===== config.mk =====
export PLATFORM = sky130hd
export DESIGN_NAME = instr_fetch_unit
export DESIGN_NICKNAME = d
export VERILOG_FILES = /design/src/rtl/cpu_pkg.sv /design/src/rtl/pc_next_calc.sv /design/src/rtl/instr_fetch_unit.sv
export SDC_FILE = /design/constraint.sdc
export NUM_CORES = 1
export LEC_CHECK = 0
export BUFFER_PORTS_ARGS = -buffer_cell sky130_fd_sc_hd__buf_2
export CAP_MARGIN = 20
export CORE_ASPECT_RATIO = 0.5
export CORE_MARGIN = 2
export CORE_UTILIZATION = 49
export DETAILED_ROUTE_END_ITERATION = 7
export PLACE_DENSITY = 0.74
export SYNTH_ARGS = -nofsm -noshare
export SYNTH_HDL_FRONTEND = slang
export SYNTH_SLANG_ARGS = --single-unit

===== constraint.sdc =====
create_clock -name clk -period 2.3 [get_ports clk]
set_input_delay 0.23 -clock clk [delete_from_list [all_inputs] [get_ports clk]]
set_output_delay 0.23 -clock clk [all_outputs]
set_load 0.005 [all_outputs]

===== src/rtl/cpu_pkg.sv =====
// cpu_pkg: shared opcodes, instruction field positions and the fetch FSM state encoding.
// HALTED exists only when FETCH_HALT_EN is defined.
package cpu_pkg;
    localparam logic [3:0] OP_LOAD  = 4'd0;
    localparam logic [3:0] OP_STORE = 4'd1;
    localparam logic [3:0] OP_ADD   = 4'd2;
    localparam logic [3:0] OP_LDC   = 4'd3;
    localparam logic [3:0] OP_SUB   = 4'd4;
    localparam logic [3:0] OP_JMP   = 4'd5;
    localparam logic [3:0] OP_HALT  = 4'd15;
    localparam int OP_MSB  = 15;
    localparam int OP_LSB  = 12;
    localparam int REG_MSB = 11;
    localparam int REG_LSB = 8;
    localparam int IMM_MSB = 7;
    localparam int IMM_LSB = 0;
    typedef enum logic [2:0] {
        S_IDLE,
        S_ISSUE,
        S_SAMPLE,
        S_PRESENT,
`ifdef FETCH_HALT_EN
        S_WAIT_BR,
        S_HALTED
`else
        S_WAIT_BR
`endif
    } fetch_state_e;
endpackage


===== src/rtl/pc_next_calc.sv =====
// pc_next_calc: next PC, either sequential or JMP-relative (sign-extended offset), wrapping mod 2^ADDR_W.
module pc_next_calc #(
    parameter int ADDR_W = 16
) (
    input  logic [ADDR_W-1:0] pc,
    input  logic [ADDR_W-1:0] instr_pc,
    input  logic [7:0]        offset,
    input  logic              is_branch,
    input  logic              taken,
    output logic [ADDR_W-1:0] next_pc
);
    assign next_pc = (is_branch && taken) ? instr_pc + {{(ADDR_W-8){offset[7]}}, offset}
                                          : pc + {{(ADDR_W-1){1'b0}}, 1'b1};
endmodule


===== src/rtl/instr_fetch_unit.sv =====
// instr_fetch_unit: PC/fetch sequencer feeding decode over valid/ready, with JMP resolution.
// Define FETCH_HALT_EN to stop fetching on a captured HALT opcode.
module instr_fetch_unit
    import cpu_pkg::*;
#(
    parameter int                ADDR_W   = 16,
    parameter logic [ADDR_W-1:0] RESET_PC = '0
) (
    input  logic              clk,
    input  logic              rst,
    input  logic              start,
    output logic [ADDR_W-1:0] im_addr,
    output logic              im_rd,
    input  logic [15:0]       im_instr,
    output logic [15:0]       instr,
    output logic [ADDR_W-1:0] instr_pc,
    output logic              instr_valid,
    input  logic              instr_ready,
    input  logic              br_done,
    input  logic              br_taken,
    output logic              halted
);
    fetch_state_e      state_q, state_d;
    logic [ADDR_W-1:0] pc_q, pc_d, instr_pc_q, instr_pc_d, next_pc;
    logic [15:0]       instr_q, instr_d;

    pc_next_calc #(.ADDR_W(ADDR_W)) u_pc_next (
        .pc        (pc_q),
        .instr_pc  (instr_pc_q),
        .offset    (instr_q[IMM_MSB:IMM_LSB]),
        .is_branch (state_q == S_WAIT_BR),
        .taken     (br_taken),
        .next_pc   (next_pc)
    );

    always_ff @(posedge clk or posedge rst) begin
        if (rst) begin
            state_q    <= S_IDLE;
            pc_q       <= RESET_PC;
            instr_q    <= '0;
            instr_pc_q <= '0;
        end else begin
            state_q    <= state_d;
            pc_q       <= pc_d;
            instr_q    <= instr_d;
            instr_pc_q <= instr_pc_d;
        end
    end

    always_comb begin
        state_d    = state_q;
        pc_d       = pc_q;
        instr_d    = instr_q;
        instr_pc_d = instr_pc_q;
        case (state_q)
            S_IDLE:   state_d = start ? S_ISSUE : S_IDLE;
            S_ISSUE:  state_d = S_SAMPLE;
            S_SAMPLE: begin
                instr_d    = im_instr;
                instr_pc_d = pc_q;
                state_d    = S_PRESENT;
`ifdef FETCH_HALT_EN
                if (im_instr[OP_MSB:OP_LSB] == OP_HALT) state_d = S_HALTED;
`endif
            end
            S_PRESENT: begin
                if (instr_ready) begin
                    state_d = (instr_q[OP_MSB:OP_LSB] == OP_JMP) ? S_WAIT_BR : S_ISSUE;
                    pc_d    = (instr_q[OP_MSB:OP_LSB] == OP_JMP) ? pc_q : next_pc;
                end
            end
            S_WAIT_BR: begin
                if (br_done) begin
                    pc_d    = next_pc;
                    state_d = S_ISSUE;
                end
            end
            default: state_d = state_q;
        endcase
    end

    // The PC register doubles as the memory address; it only changes once a fetch has been consumed.
    assign im_addr     = pc_q;
    assign im_rd       = (state_q == S_ISSUE);
    assign instr       = instr_q;
    assign instr_pc    = instr_pc_q;
    assign instr_valid = (state_q == S_PRESENT);
`ifdef FETCH_HALT_EN
    assign halted      = (state_q == S_HALTED);
`else
    assign halted      = 1'b0;
`endif
endmodule


# ---- Yosys cells after proc, flatten, opt, wreduce, memory -nomap -nowiden
# Index checks and enable logic that the tools add are counted.
dict set report op_classes {
  addsub 2
  eq_ne 8
  mux 10
  n_reduce_logical 6
}
# cell n
set op_table {}
lappend op_table {{16-bit two-way mux} 4}
lappend op_table {{16-bit case mux with 2 select lines} 1}
lappend op_table {{16-bit by 1-bit adder with 16-bit output (second input constant)} 1}
lappend op_table {{16-bit adder} 1}
lappend op_table {{3-bit case mux with 5 select lines} 1}
lappend op_table {{3-bit two-way mux} 3}
lappend op_table {{3-bit by 2-bit == test with 1-bit output (second input constant)} 2}
lappend op_table {{5-bit nonzero test} 1}
lappend op_table {{4-bit by 3-bit == test with 1-bit output (second input constant)} 1}
lappend op_table {{2-bit != test (second input constant)} 2}
lappend op_table {{4-bit AND reduction} 1}
lappend op_table {{3-bit by 1-bit == test with 1-bit output (second input constant)} 1}
lappend op_table {{3-bit == test (second input constant)} 1}
lappend op_table {{3-bit zero test} 1}
lappend op_table {{3-bit AND reduction} 1}
lappend op_table {{2-bit by 1-bit != test with 1-bit output (second input constant)} 1}
lappend op_table {{2-bit nonzero test} 1}
lappend op_table {{1-bit logical AND} 1}
lappend op_table {{1-bit two-way mux} 1}
dict set report totals {
  reg_bits 51
  input_bits 22
  output_inout_bits 51
}

# ---- Logic depth before layout (Yosys ltp)
dict set report depth {
  word_depth 6
  ltp_mapped 9
  depth_no_buf 8
}

# ---- By module
# Synthesis repeated with hierarchy kept, for this count alone.
dict set report hier_totals {
  hier_cells 316
  area_unflattened_um2 3489.6
}
# module instances cells_per_inst area_per_inst_um2 seq_area_each_um2
set by_module_without_submodules {}
lappend by_module_without_submodules {instr_fetch_unit 1 130 2225.9 1276.2}
lappend by_module_without_submodules {pc_next_calc 1 186 1263.7 0.0}

# ---- Worst setup path after synthesis
# Ideal clock, no wire load.
dict set report synth_timing {
  path_type {register to register}
  startpoint {register instr_q[0] (netlist: instr[0])}
  endpoint {register pc_q[14] (netlist: im_addr[14])}
  arrival_ns 2.020
  required_time_ns 2.167
  slack_ns 0.147
  path_stages_with_launch 9
  synth_period_minus_slack_ns 2.153
  cell_sequence {dfrtp_1 -> ha_1 -> fa_1 -> a21oi_1 -> o211ai_1 -> a2111oi_2 -> o21ai_1 -> o31ai_1 -> a21oi_1}
}
dict set report synth_via {
  elab_chain_len 5
  elab_cells_between_ends 6
}
# element line
set synth_rtl {}
lappend synth_rtl {{start, declared} instr_fetch_unit.sv:25} ;# logic [15:0] instr_q, instr_d;
lappend synth_rtl {{start signal, assigned} instr_fetch_unit.sv:45} ;# instr_q <= instr_d;
lappend synth_rtl {{16-bit adder (*)} pc_next_calc.sv:12} ;# assign next_pc = (is_branch && taken) ? instr_pc + {{(ADDR_W-8){offset[7]}}, offset}
lappend synth_rtl {{16-bit two-way mux (*)} pc_next_calc.sv:12}
lappend synth_rtl {{16-bit two-way mux} instr_fetch_unit.sv:69} ;# pc_d = (instr_q[OP_MSB:OP_LSB] == OP_JMP) ? pc_q : next_pc;
lappend synth_rtl {{16-bit two-way mux} instr_fetch_unit.sv:67} ;# if (instr_ready) begin
lappend synth_rtl {{16-bit case mux with 2 select lines (*)} instr_fetch_unit.sv:55} ;# case (state_q)
lappend synth_rtl {{end signal, assigned} instr_fetch_unit.sv:44} ;# pc_q <= pc_d;
lappend synth_rtl {{end, declared} instr_fetch_unit.sv:24} ;# logic [ADDR_W-1:0] pc_q, pc_d, instr_pc_q, instr_pc_d, next_pc;
# Every way passes the cells marked *; elsewhere a longest branch is shown, timed or not. The select of a mux whose other input is x is not followed.
# A chain may end at the register's enable or synchronous reset.

# ---- Final worst setup path
dict set report layout_timing {
  startpoint {register instr_q[7] (netlist: instr[7])}
  endpoint {register pc_q[15] (netlist: im_addr[15])}
}
# The elaborated chain is that of the path after synthesis.

==> impl_metrics.csv <==
group,metric,value,unit
run_status,outcome,"finished, violations left",
run_status,violations,"hold timing",
power,design_power_total,4.11,mW
synth,synth_simple_gate_area_share,15.9,%
routing,drc,0,
final_layout,n_antenna_cell,0,
timing,tightest_slew,666,ps
global_routing,use_met3,4.54,%
place,portBuffers,71,
synth,ys_seq_area_share,39.8,%
synth,yosysTopAreaCell,"dfrtp_1",
timing,slew_violations,0,
global_routing,grt_max_degree,33,
synth,async_flop_share,100,%
routing,routed_wl,8050,microns
critical_path,reg2reg_slack,140,ps
timing,final.period_utilization,93.8,%
critical_path,crit_arrival,2400,ps
clock_network,insertion_delay,300,ps
synth,synth_xor_area_share,3.00,%
timing,period_needed,2160,ps
synth,synth_top_family_by_area,"compound AO/OA/AOI/OAI gates",
synth,synth.area.mux_share,11.9,%
critical_path,cp.required,2540,ps
routing,drt-initial-drc-count,234,
final_layout,regArea,1280,sq um
synth,yosys_register_bits,51,
clock_network,clk_pin_slew,70,ps
global_routing,grt_antenna_before_repair,0,
global_routing,grt.total_usage,23.7,%
routing,wl_per_cell,16.7,microns
final_layout,utilization,62.8,%
clock_network,root_buffer,"clkbuf_16",
place,globalplace.congestion,0.965,
routing,vias,2836,
timing,hold_ws,-7.14,ps
final_layout,final_nets,431,
power,p_leak,1.87,nW
synth,synth_nets,353,
clock_network,cts_buffer_depth,2,
final_layout,drive_above_1_share,37.4,%
floorplanning,die_area,7250,sq um
synth,yosys-top-cells-area,"dfrtp_1 40%, mux2_2 9.8%, ha_1 6.2%",
floorplanning,row_count,20,
synth,synth_compound_area_share,18.8,%
final_layout,n_fill_cell,549,
floorplanning,die_w,118,microns
final_layout,syn_to_final_growth,21.5,%
clock_network,cts_tree,"yes",
power,p_comb_share,40.3,%
global_routing,met1_usage,32.8,%
critical_path,worstSetupPathType,"flop to flop",
clock_network,cts_max_level,2,
clock_network,cts_buffers,5,
power,clkPwrFrac,21.5,%
timing,hold_viol_final,4,
synth,yosysUniqueCellTypes,59,
synth,synthCells,314,
synth,syn_avg_cell_area,10.2,sq um
synth,synth_edf_count,0,
clock_network,cts_hold_buf,0,
global_routing,grt_pass1_vias,2701,
power,sw_frac_of_total,38.6,%
power,net-switching-power,1.58,mW
floorplanning,start_util,51.7,%
routing,drtAntennaViolNets,0,
critical_path,r2r_start,"instr[7]",
power,ir_drop,0.000667,V
timing,fmax,463,MHz
floorplanning,die_y,61.2,microns
floorplanning,core_area,6210,sq um
power,powerDensity,1050,nW/um^2
floorplanning,ios,73,
synth,synth_top_area_share,39.8,%
synth,netlist_area,3210,sq um
global_routing,grt_pass1_wl,13300,microns
global_routing,overflow,0,
synth,synth_flop_cell,"dfrtp_1",
critical_path,ff2ff_path_depth,7,
timing,fin_skew,7.51,ps
power,p_int,2.52,mW
critical_path,worstSetupStartpointType,"flop",
worst_hold_path,hold_class,"input port to async pin",
timing,setup_viol,0,
synth,yosysMostFrequentCell,"dfrtp_1",
timing,slew_headroom,55.3,%
run,drv_cap,0,
synth,yosysWarnings,0,
critical_path,end_kind,"flop",
power,seqPwrFrac,38.2,%
routing,dr.pass1.iters,5,
synth,synthTopCellsByCount,"51 x dfrtp_1, 28 x a21oi_1, 28 x mux2_2",
global_routing,gr-max-usage-layer,"met2",
place,dp_hpwl,5930,microns
final_layout,multiInputGateArea,1830,sq um
critical_path,timing.rr.end,"im_addr[15]",
synth,synth-adder-area-share,6.87,%
critical_path,path_max_fanout,11,
clock_network,cts.sinks,51,
global_routing,globalRouteMet2Util,38.4,%
routing,via_per_inst,5.90,
[kinds of logic (layout without fill, tap and decap cells)]
family	after synthesis	count (layout)
DFF	51	51
AOI/OAI and AO/OA	87	87
muxes	34	34
xor gates and xnor gates	11	11
and+or+nand+nor	90	90
adders and majority gates	17	17
buffers and inverters	23	102
other	1	1
[worst max path at each step]
stage / start / to / slack [ps] / cells past startpoint
floorplan: instr[0] / im_addr[14] / 150 / 8
global placement: instr[0] / im_addr[14] / 90 / 8
detailed placement: instr[0] / im_addr[14] / -5 / 8
CTS: instr[0] / im_addr[14] / 20 / 8
global route: instr[0] / im_addr[14] / -9 / 8
finish: instr[7] / im_addr[15] / 140 / 7
[per-layer routing]
metal,up-vias,part of all wire (%)
met3,14,6.9
met2,105,46
li1,1329,-
met4,0,1.4
met1,1388,45
met5,-,0
[registers in the layout, summed over array words and instances (netlist names)]
signal,cells
instr_pc,16
im_addr,16
instr,16
state_q,3
[critical path, cell delays in order, from the launching register on]
cell	delay [ps]
dfrtp_2	510
ha_1	400
a21oi_1	160
o21ai_1	120
a21oi_2	180
o221ai_2	120
or4_1	520
nand3_1	90
[cell usage in the layout (no fill, tap or decap), types with 5 or more instances in the layout]
cell type / n
nor3_1: 5
and3_1: 6
xnor2_1: 6
mux2_2: 28
nand3_1: 14
ha_1: 16
dfrtp_1: 50
nand2_1: 21
buf_4: 13
o21ai_0: 15
o21ai_1: 5
inv_1: 7
a21oi_1: 27
nor2_1: 19
buf_2: 71
clkbuf_16: 5
a31oi_1: 5
mux2_1: 5
xor2_1: 5
o22ai_1: 5
[final cells by class]
type | count | area share, %
inverters | 9 | 0.867
clock buffers | 6 | 3.56
flip-flops and latches | 51 | 32.8
clock inverters | 2 | 0.899
repair buffers | 85 | 12.1
multi-input cells | 240 | 46.9
well taps | 88 | 2.83
[power by group through the flow]
stage / Clock [mW] / Sequential [mW] / Combinational (mW)
3_5_place_dp: 0 / 1.57 / 1.62
2_1_floorplan: 0 / 1.49 / 1.10
6_report: 0.883 / 1.57 / 1.66
3_3_place_gp: 0 / 1.54 / 1.58
4_1_cts: 0.900 / 1.56 / 1.64
5_1_grt: 0.940 / 1.62 / 1.83
[stage by stage]
step / setup TNS (ps) / cell area [sq um] / worst slack, ps / instances
floorplan: 0 / 3210 / 147 / 314
global placement: 0 / 3710 / 89.8 / 473
detailed placement: -5.33 / 3710 / -5.33 / 473
CTS: 0 / 3890 / 17.2 / 481
global route: -8.97 / 3900 / -8.97 / 481
finish: 0 / 3900 / 142 / 481
[timing repair]
action / in CTS / in global routing
buffers inserted: 0 / 0
pin swaps: 0 / 3
setup endpoints to repair: 1 / 4
resized for setup: 1 / 3
Power figures use the tool's default switching activity.
